[src/rtl/gate_round_scheduler.sv]
// gate_round_scheduler
// Command-driven sequencer for the gate array TX/RX handshake. A run command
// (round count, per-round timeout) starts one sync pulse followed by rounds of
// launch -> wait-for-all-ready -> pull. Completion status, completed-round
// count and the gates that failed to become ready are held until the next
// command is accepted. Handshake/pulse outputs are a Moore decode of the state,
// registered so they leave the block straight from flops.
module gate_round_scheduler #(
  parameter int GATE_NUMBER = 4,
  parameter int CNT_W       = 16,
  parameter int TMO_W       = 12
) (
  input  logic                   i_clk,
  input  logic                   i_rst,
  input  logic                   i_cmd_valid,
  output logic                   o_cmd_ready,
  input  logic [CNT_W-1:0]       i_cmd_rounds,
  input  logic [TMO_W-1:0]       i_cmd_timeout,
  input  logic                   i_abort,
  input  logic [GATE_NUMBER-1:0] i_tx_ready,
  input  logic [GATE_NUMBER-1:0] i_rx_ready,
  output logic                   o_gen_sync,
  output logic                   o_tx_start,
  output logic                   o_rx_pull,
  output logic                   o_busy,
  output logic                   o_done,
  output logic [1:0]             o_status,
  output logic [GATE_NUMBER-1:0] o_fail_mask,
  output logic [CNT_W-1:0]       o_rounds_done
);

  typedef enum logic [2:0] {
    S_IDLE,
    S_SYNC,
    S_LAUNCH,
    S_WAIT,
    S_PULL,
    S_DONE
  } state_t;

  localparam logic [1:0] ST_OK      = 2'b00;
  localparam logic [1:0] ST_TIMEOUT = 2'b01;
  localparam logic [1:0] ST_ABORT   = 2'b10;

  typedef struct packed {
    logic cmd_ready;
    logic busy;
    logic gen_sync;
    logic tx_start;
    logic rx_pull;
    logic done;
  } outs_t;

  // Moore decode: every handshake/pulse output is a function of state alone.
  function automatic outs_t decode(input state_t s);
    outs_t o;
    o           = '0;
    o.cmd_ready = (s == S_IDLE);
    o.busy      = (s != S_IDLE);
    o.gen_sync  = (s == S_SYNC);
    o.tx_start  = (s == S_LAUNCH);
    o.rx_pull   = (s == S_PULL);
    o.done      = (s == S_DONE);
    return o;
  endfunction

  state_t                 state_q, state_d;
  logic [CNT_W-1:0]       rounds_q, rounds_d;
  logic [TMO_W-1:0]       timeout_q, timeout_d;
  logic [TMO_W-1:0]       wait_cnt_q, wait_cnt_d;
  logic [CNT_W-1:0]       rounds_done_q, rounds_done_d;
  logic [1:0]             status_q, status_d;
  logic [GATE_NUMBER-1:0] fail_mask_q, fail_mask_d;
  outs_t                  outs_q, outs_d;

  logic                   all_ready;
  logic                   tmo_hit;

  assign all_ready = &(i_tx_ready & i_rx_ready);
  // A zero timeout disables the limit; otherwise the T-th WAIT cycle is the last.
  assign tmo_hit   = (timeout_q != '0) && (wait_cnt_q == timeout_q - 1'b1);

  // Next-state and datapath update for the run sequencer.
  always_comb begin
    // NOTE: every _d gets its hold value first so no path through the case
    // leaves a variable unassigned, which would infer a latch.
    state_d       = state_q;
    rounds_d      = rounds_q;
    timeout_d     = timeout_q;
    wait_cnt_d    = wait_cnt_q;
    rounds_done_d = rounds_done_q;
    status_d      = status_q;
    fail_mask_d   = fail_mask_q;

    unique case (state_q)
      S_IDLE: begin
        // Abort is ignored here, so a same-cycle command still gets accepted.
        if (i_cmd_valid) begin
          rounds_d      = i_cmd_rounds;
          timeout_d     = i_cmd_timeout;
          rounds_done_d = '0;
          status_d      = ST_OK;
          fail_mask_d   = '0;
          state_d       = (i_cmd_rounds == '0) ? S_DONE : S_SYNC;
        end
      end

      S_SYNC: begin
        if (i_abort) begin
          status_d = ST_ABORT;
          state_d  = S_DONE;
        end else begin
          state_d  = S_LAUNCH;
        end
      end

      S_LAUNCH: begin
        wait_cnt_d = '0;
        if (i_abort) begin
          status_d = ST_ABORT;
          state_d  = S_DONE;
        end else begin
          state_d  = S_WAIT;
        end
      end

      S_WAIT: begin
        wait_cnt_d = wait_cnt_q + 1'b1;
        // Priority: abort, then readiness, then timeout.
        if (i_abort) begin
          status_d = ST_ABORT;
          state_d  = S_DONE;
        end else if (all_ready) begin
          state_d  = S_PULL;
        end else if (tmo_hit) begin
          status_d    = ST_TIMEOUT;
          fail_mask_d = ~(i_tx_ready & i_rx_ready);
          state_d     = S_DONE;
        end
      end

      S_PULL: begin
        // The pulled round counts even when the run is aborted in this cycle.
        rounds_done_d = rounds_done_q + 1'b1;
        if (i_abort) begin
          status_d = ST_ABORT;
          state_d  = S_DONE;
        end else if (rounds_done_d == rounds_q) begin
          state_d  = S_DONE;
        end else begin
          state_d  = S_LAUNCH;
        end
      end

      S_DONE: begin
        state_d = S_IDLE;
      end

      default: begin
        state_d = S_IDLE;
      end
    endcase

    outs_d = decode(state_d);
  end

  // State, datapath and registered output flops with asynchronous reset.
  always_ff @(posedge i_clk or posedge i_rst) begin
    if (i_rst) begin
      state_q       <= S_IDLE;
      rounds_q      <= '0;
      timeout_q     <= '0;
      wait_cnt_q    <= '0;
      rounds_done_q <= '0;
      status_q      <= ST_OK;
      fail_mask_q   <= '0;
      outs_q        <= decode(S_IDLE);
    end else begin
      // NOTE: non-blocking assignments so every flop samples the pre-edge
      // values regardless of statement order.
      state_q       <= state_d;
      rounds_q      <= rounds_d;
      timeout_q     <= timeout_d;
      wait_cnt_q    <= wait_cnt_d;
      rounds_done_q <= rounds_done_d;
      status_q      <= status_d;
      fail_mask_q   <= fail_mask_d;
      outs_q        <= outs_d;
    end
  end

  assign o_cmd_ready   = outs_q.cmd_ready;
  assign o_busy        = outs_q.busy;
  assign o_gen_sync    = outs_q.gen_sync;
  assign o_tx_start    = outs_q.tx_start;
  assign o_rx_pull     = outs_q.rx_pull;
  assign o_done        = outs_q.done;
  assign o_status      = status_q;
  assign o_fail_mask   = fail_mask_q;
  assign o_rounds_done = rounds_done_q;

endmodule

[config.mk]
export PLATFORM = sky130hd
export DESIGN_NAME = gate_round_scheduler
export DESIGN_NICKNAME = d
export VERILOG_FILES = /design/src/rtl/gate_round_scheduler.sv
export SDC_FILE = /design/constraint.sdc
export NUM_CORES = 1
export LEC_CHECK = 0
export ABC_AREA = 1
export CORE_UTILIZATION = 55
export CTS_CLUSTER_DIAMETER = 40
export DETAILED_ROUTE_END_ITERATION = 10
export PLACE_DENSITY_LB_ADDON = 0.25
export SYNTH_ARGS = -nofsm -noshare
export SYNTH_HDL_FRONTEND = slang
export SYNTH_SLANG_ARGS = --single-unit
[constraint.sdc]
create_clock -name i_clk -period 4.4 [get_ports i_clk]
set_input_delay 0.44 -clock i_clk [delete_from_list [all_inputs] [get_ports i_clk]]
set_output_delay 0.44 -clock i_clk [all_outputs]
set_load 0.01 [all_outputs]
== Word-level counts from Yosys, hierarchy flattened ==
Cells that the tools add are included.

* Flip-flop bits (word level): 71
* Logic and storage cells: 75
* Output and inout port bits: 28

* Mux-type cells: 24
* Bitwise operators: 2
* $add $sub $neg: 3
* Equality and inequality tests: 17
* Reductions and logical operators: 16

{| class="wikitable"
|+ Operators with widths
! kind !! count
|-
| 16-bit case mux with 2 select lines || 1
|-
| 3-bit 2-to-1 mux || 9
|-
| 12-bit case mux with 2 select lines || 1
|-
| 16-bit by 1-bit adder with 16-bit output (second input constant) || 1
|-
| 16-bit equality test || 1
|-
| 16-bit zero test || 1
|-
| 16-bit 2-to-1 mux || 1
|-
| 4-bit 2-to-1 mux || 4
|-
| 3-bit case mux with 5 select lines || 1
|-
| 12-bit by 1-bit adder with 12-bit output (second input constant) || 1
|-
| 12-bit equality test || 1
|-
| 12-bit nonzero test || 1
|-
| 12-bit by 1-bit subtractor with 12-bit output (second input constant) || 1
|-
| 2-bit 2-to-1 mux || 5
|-
| 5-bit AND reduction || 2
|-
| 3-bit by 2-bit equality test with 1-bit output (second input constant) || 3
|-
| 3-bit equality test (second input constant) || 3
|-
| 2-bit inequality test (second input constant) || 4
|-
| 4-bit case mux with 2 select lines || 1
|-
| 3-bit by 1-bit equality test with 1-bit output (second input constant) || 2
|-
| 3-bit zero test || 2
|-
| 3-bit inequality test (second input constant) || 2
|-
| 2-bit case mux with 3 select lines || 1
|-
| 2-bit nonzero test || 3
|-
| other kinds (8) || 10
|}

== Depth between registers and ports, before layout ==
Gate-level depths: netlist of the first run.

* Word-level depth: 8
* Depth in mapped cells: 16

== Worst setup path before layout of the first run ==
Ideal clock, no wire load.

* Path type: register to register
* Start: register rounds_done_q[0], in the netlist o_rounds_done[0]
* End: register outs_q, in the netlist o_gen_sync
* Data arrival time: 1.895 ns
* Path slack: 2.433 ns
* Buffers on the path: 0
* Required time: 4.329 ns
* Stages on the path, launching flop included: 15
* Cells stage by stage: dfrtp_1 > ha_1 > nand2_2 > nor2_4 > nand3_2 > nand3b_1 > nand2_1 > nand3b_1 > nor2_2 > nand3_2 > nand2_2 > nand2_2 > nand2_2 > nand2_2 > nor2_1

{| class="wikitable"
|+ RTL lines
! what !! RTL line !! source
|-
| from (decl) || 71 || <nowiki>logic [CNT_W-1:0] rounds_done_q, rounds_done_d;</nowiki>
|-
| from (signal assigned) || 185 || <nowiki>rounds_done_q <= rounds_done_d;</nowiki>
|-
| to (signal assigned) || 177 || <nowiki>outs_q <= decode(S_IDLE);</nowiki>
|-
| to (signal assigned) || 188 || <nowiki>outs_q <= outs_d;</nowiki>
|-
| to (decl) || 74 || <nowiki>outs_t outs_q, outs_d;</nowiki>
|}

== Worst setup path after layout of the first run ==
* Start: register state_q[1]
* End: register rounds_done_q[8], in the netlist o_rounds_done[8]

* Longest elaborated chain between the ends: 3
* Elaborated cells between the ends (all ways): 6
* Classes of those cells: eq/ne: 2; mux: 1; reduce/logical: 3

{| class="wikitable"
|+ Ends and longest elaborated chain
! what !! RTL line !! source
|-
| from (decl) || 67 || <nowiki>state_t state_q, state_d;</nowiki>
|-
| from (signal assigned) || 181 || <nowiki>state_q <= state_d;</nowiki>
|-
| 3-bit equality test / 3-bit zero test (equally long branches) || 95 || <nowiki>unique case (state_q)</nowiki>
|-
| 2-bit nonzero test (no line) / 2-bit inequality test (equally long branches) || - ||
|-
| 2-bit AND reduction (no line) || - ||
|}

Several ways; a longest one is shown, not always the timed one.
A chain may end at the register's enable or synchronous reset.

==> results of run 1 <==
## registers in the layout, summed over array words and instances, names as in the netlist
name           count
rounds_q          16
o_busy             1
o_gen_sync         1
wait_cnt_q        12
o_cmd_ready        1
o_status           2
o_rx_pull          1
state_q            3
o_done             1
timeout_q         12
o_rounds_done     16
o_tx_start         1
o_fail_mask        4
## cells in the final DEF (no fill, tap or decap), types with 5 or more instances in the layout
master             n
nor3_1             7
clkbuf_8          11
nor2_2             7
nand3_1           29
a21oi_1            8
nand2_2           10
clkdlybuf4s50_1   67
o21ai_1            5
nand3b_1           6
nor2_1            56
dfrtp_1           70
o21ai_0           33
nand2_1          169
xor2_1            14
inv_1             78
nand4_1            9
o22ai_1           12
## kinds of logic after synthesis
logic type,after synthesis
flops,71
buf+inv,90
compound gates,72
simple gates,309
fa+ha+maj,4
xor+xnor,19
## final timing paths
kind	to	slack, ns	cells past startpoint
min reg2reg	o_status[0]	0.48	2
max in group asynchronous	o_rounds_done[4]	2.93	3
max reg2reg	o_rounds_done[8]	1.80	9
max	o_rounds_done[8]	1.80	9
min in group asynchronous	rounds_q[9]	0.49	2
min	o_status[0]	0.48	2
## area by class of cell
type                       count  share of cell area
multi-input combinational    404               0.390
sequential                    71               0.342
timing repair buffer          69               0.132
inverter                      81              0.0585
clock buffer                  11              0.0291
clock inverter                 5              0.0245
tap                           99              0.0238
## stage by stage
step           instances  power (mW)  instance area [sq um]  setup WS, ns
2_1_floorplan        565        1.80                   4150          2.17
3_3_place_gp         724        2.10                   4920          1.74
3_5_place_dp         724        2.15                   4920          1.65
4_1_cts              740        2.88                   5200          1.80
5_1_grt              740        3.09                   5200          1.46
6_report             740        2.87                   5200          1.80
## metal layers
metal,part of all wire,wire [um],global-route usage,up-vias
met5,0,0,0,-
met4,0.022,216,0.110,0
met3,0.041,402,0.0457,19
met2,0.52,5060,0.497,110
met1,0.42,4120,0.330,1825
li1,-,-,-,1939
## worst max-delay path, delay by kind of cell, from the launching register on
kind                   cells  cell delay, ns
buffers and inverters      4            1.37
AND/OR/NAND/NOR            4            0.54
flip-flops                 1            0.39
AO/OA/AOI/OAI              1            0.15
## power groups by stage
| stage | Combinational, mW | Clock, mW | Sequential (mW) |
|---|---|---|---|
| 6_report | 1.13 | 0.717 | 1.03 |
| 5_1_grt | 1.29 | 0.747 | 1.05 |
| 4_1_cts | 1.13 | 0.722 | 1.02 |
| 3_5_place_dp | 1.12 | 0 | 1.03 |
| 3_3_place_gp | 1.08 | 0 | 1.03 |
| 2_1_floorplan | 0.796 | 0 | 1.00 |
==> impl_results.md, run 1 <==
- Post-layout min period: 2.60 ns
- DR pass1 iterations: 6
- Via-per-instance ratio: between 5 and 6
- Hold bufs inserted after CTS: 0
- Combinational share of power: 0.394
- Setup Crit Path Kind: reg2reg
- Worst-margin pin slew: 0.834 ns
- CP max stage cell: inv_1
- Asr flop ratio synth: 1.00
- Die area: 7890 sq um
- Initial core utilization: 0.572
- Crit path DAT: between 2 and 3 ns
- Worst reg2reg path startpoint: state_q[1]
- Initial antenna violation count: 0
- Pleak: 2.44 nW
- Final core occ: 0.717
- Longest Clk Path Bufs: 2
- WHS: 0.481 ns
- Num CTS Buffers: 9
- Unrepaired setup endpoints after global routing: no
- Syn nets: 609
- Synth top cells by count: nand2_1 (169), inv_1 (79), dfrtp_1 (70)
- Final net count: 680
- Sequential share of power: 0.357
- Largest family of logic cells by synthesized area: simple AND/OR/NAND/NOR gates
- CTS clk-pin slew, worst paths: 0.07 ns
- Congestion Overflow GR: 0
- Root Buffer: clkbuf_8
- Clock skew: about 0.012 ns
- Internal: about 1.8 mW
- # diodes: 0
- Largest net degree at the start of global routing: 43
- H-tree depth: 3
- DRC Markers: 0
- CTS tree: done
- Area contributors post-synth: dfrtp_1 (42%), nand2_1 (15%), inv_1 (7.2%)
- Synth Area in Compound Gates: 0.101
- Sink Count: 71
- Syn Area/Cell: 7.34 sq um
- Worst-path cell chain: nor2_1, inv_1, nor2_1, nand2_1, buf_4, inv_1, nor2_1, inv_1, o21ai_0
- YS warnings: 0
- Iteration-0 DRC Markers: 247
- Sequential Area: 1780 sq um
- Hpwl dp: 7.36 mm
- Synth area leader: dfrtp_1
- Io pins: 68
- CP max stage delay: roughly 0.64 ns
- Max-slew violations: 0
- Power share of the clock group: 0.249
- Setup crit end kind: flop
- Simple-gate share of the synthesized area: 0.333
- Number of synthesized flops with an enable pin: 0
- Vias after detailed routing: between 3,000 and 4,000
- Seq/Total Area, Yosys: 0.429
- CP Max Fanout: 31
- Synth Instances: 565
- Net Sw Frac: 0.382
- Setup-failing EPs final: 0
- Critical path origin: state_q[1]
- Total GRT Usage: 0.277
- Worst min path class: reg2reg
- Post-synth top area share: 0.422
- Port bufs: 67
- Max_cap viols: 0
- Area occupied by multi-input gates: 2030 sq um
- Pwr dens: about 550 nW/um^2
- Post-synthesis adder-cell area fraction: 0.0121
- Chip Height: roughly 89 um
- GPL Wtd Cong: 0.862
- Postcts setup bufs: 0
- Clk Latency, worst-skew pair: 0.35 ns
- First-pass GRT wire length: 16.6 mm
- Fin Setup TNS: 0 ns
- Fin. Hold Viols: 0
- Synth unique cells: 40
- Most common cell in the netlist: nand2_1
- Share of post-route cells with drive strength above 1: 0.0842
- Yosys reg bits: 71
- Layout area overhead: 25.4%
- Prevailing post-synth register cell: dfrtp_1
- Post-CTS Resized: 0
- Fmax: about 390 MHz
- Worst vdd ir: 307 uV
- Vias in the first global route: 3,742
- Die W: ~89 um
- Fin crit share: 0.590
- Total core area: 7250 sq um
- Status: finished clean
- Total number of placement rows: 31
- Average routed wire per standard cell: around 13 um
- Mux cell area share after synthesis: 0
- Worst Path Required: 4.61 ns
- Antenna-violating nets left: 0
- Routed Wire Length: 9.80 mm
- Switching pwr: 1.10 mW
- Mapped Area: 4150 sq um
- Type of origin of the critical path: flop
- Min-delay src: o_status[0]
- Slew margin rel.: 0.443
- Filler cells: around 600
- Post-synthesis xor/xnor area fraction: 0.0435
Power figures use the tool's default switching activity.
==> run 2, diff against run 1 <==
Settings changed: CORE_UTILIZATION 55 to 49.
Clock period 4.4 ns to 2.29 ns, I/O delays scaled along.
==> impl_results.md, run 2 (synthesized netlist as in run 1, its figures left out) <==
- Most frequent cells in the layout: nand2_1 (168), inv_1 (77), dfrtp_1 (69)
- Vias in the first global route: ~3,700
- Hold bufs inserted after CTS: 0
- Initial antenna violation count: 0
- Pwr dens: 1030 nW/um^2
- GPL Wtd Cong: 0.880
- Post-CTS Resized: 0
- Antenna-violating nets left: 0
- Fin. Hold Viols: 0
- Most common cell after layout, fill and taps aside: nand2_1
- Fmax: ~460 MHz
- DRC Markers: 0
- Routed Wire Length: slightly above 10 mm
- Crit path DAT: 2.40 ns
- Max-slew violations: 0
- Longest Clk Path Bufs: 2
- Worst R2R Setup Slack: 0.13 ns
- Post-layout min period: 2.16 ns
- Type of origin of the critical path: flop
- Worst vdd ir: roughly 450 uV
- Net Sw Frac: 0.404
- Postcts setup bufs: 0
- Setup-failing EPs final: 0
- Clk Latency, worst-skew pair: approximately 0.35 ns
- Root Buffer: clkbuf_8
- Sequential Area: 1780 sq um
- Congestion Overflow GR: 0
- Average routed wire per standard cell: ~14 um
- Worst min path class: in2async
- Area occupied by multi-input gates: approximately 2100 sq um
- Internal: around 3.2 mW
- Pleak: ~2.5 nW
- H-tree depth: 3
- CP endpoint: o_status[0]
- DP Cell Count: 738
- Met1 Wirelength: 4.53 mm
- Status: finished clean
- Io pins: 68
- Port bufs: 67
- Chip Height: between 90 and 100 um
- Met3 WL: roughly 530 um
- First-pass GRT wire length: 17.0 mm
- Clock skew: approximately 0.008 ns
- Share of post-route cells with drive strength above 1: 0.112
- CTS tree: done
- Hpwl dp: between 7 and 8 mm
- Die W: 94.0 um
- Worst Path Required: 2.53 ns
- Slew margin rel.: 0.681
- CTS clk-pin slew, worst paths: 0.08 ns
- Combinational share of power: 0.424
- Num CTS Buffers: 9
- Critical path origin: timeout_q[1]
- DR pass1 iterations: 4
- DR top layer: met4
- Pre-CTS setup slack: 0.127 ns
- Worst reg2reg path startpoint: timeout_q[1]
- Power share of the clock group: 0.210
- Switching pwr: between 2 and 2.5 mW
- Layout area overhead: 27.2%
- # diodes: 0
- Setup Crit Path Kind: reg2reg
- Sequential share of power: 0.367
- Sink Count: 71
- Iteration-0 DRC Markers: 266
- Vias after detailed routing: 3,888
- Filler cells: 700
- Cell Count, Final, Fillers Out: 754
- Max_cap viols: 0
- Met2 WL: 5.09 mm
- Die area: 8830 sq um
- Worst-margin pin slew: ~0.48 ns
- Setup crit end kind: flop
- Cells on worst reg2reg path: 14
- Via-per-instance ratio: 5.16
- Total number of placement rows: 33
- Initial core utilization: 0.505
- Total core area: 8220 sq um
- Largest net degree at the start of global routing: 42
- Slack of the critical path: about 0.13 ns
- Critical R2R Capture: o_status[0]
- Final core occ: 0.642
- Total GRT Usage: 0.250
- Fin Setup TNS: 0 ns
- Final net count: 688
- CP Max Fanout: 4
- Fin crit share: 0.944
==> run 2: worst min-delay path by stage <==
stage | cells past startpoint | slack [ns] | endpoint
3_5_place_dp | 2 | 0.47 | o_status[0]
6_report | 2 | 0.12 | o_busy
2_1_floorplan | 2 | 0.34 | rounds_q[0]
4_1_cts | 2 | 0.13 | o_busy
5_1_grt | 2 | 0.15 | o_busy
3_3_place_gp | 2 | 0.48 | rounds_q[12]
==> run 2: layout make-up <==
| class | count | share of cell area |
|---|---|---|
| Tap cell | 105 | 0.0249 |
| Clock inverter | 5 | 0.0154 |
| Inverter | 81 | 0.0576 |
| Timing Repair Buffer | 77 | 0.144 |
| Sequential cell | 71 | 0.337 |
| Clock buffer | 11 | 0.0268 |
| Multi-Input combinational cell | 404 | 0.394 |
==> run 2: critical path, stage by stage, from the launching register on <==
cell     delay [ns]
dfrtp_1        0.37
inv_1          0.11
ha_2           0.20
nand2_1        0.11
nor2_2         0.20
xor2_2         0.17
inv_1          0.06
nand2_1        0.06
nand2_1        0.05
nor2_1         0.12
nand3_2        0.13
o21ai_0        0.20
nand3_1        0.14
nand2_1        0.08
nand2_1        0.05
==> run 2: per-stage QoR <==
stage	hold WS [ns]	area (sq um)	power (mW)
3_5_place_dp	0.470	5000	4.20
3_3_place_gp	0.475	5000	4.12
2_1_floorplan	0.339	4150	3.45
4_1_cts	0.129	5220	5.34
5_1_grt	0.151	5280	5.83
6_report	0.124	5280	5.41
==> run 2: layer usage <==
layer,track usage,vias up
li1,-,1947
met3,0.0388,14
met5,0,-
met2,0.416,116
met4,0.0782,0
met1,0.333,1811
==> run 2: power by group through the flow <==
stage / clock (mW) / sequential (mW) / combinational [mW]
4_1_cts: 1.14 / 1.97 / 2.24
6_report: 1.13 / 1.98 / 2.29
2_1_floorplan: 0 / 1.93 / 1.53
3_3_place_gp: 0 / 1.97 / 2.15
5_1_grt: 1.21 / 2.02 / 2.60
3_5_place_dp: 0 / 1.98 / 2.22
==> run 3, diff against run 2 <==
Settings changed: SKIP_CTS_REPAIR_TIMING set to 1.
==> results of run 3 <==
Final layout, timing and power as in run 2 (identical DEF).
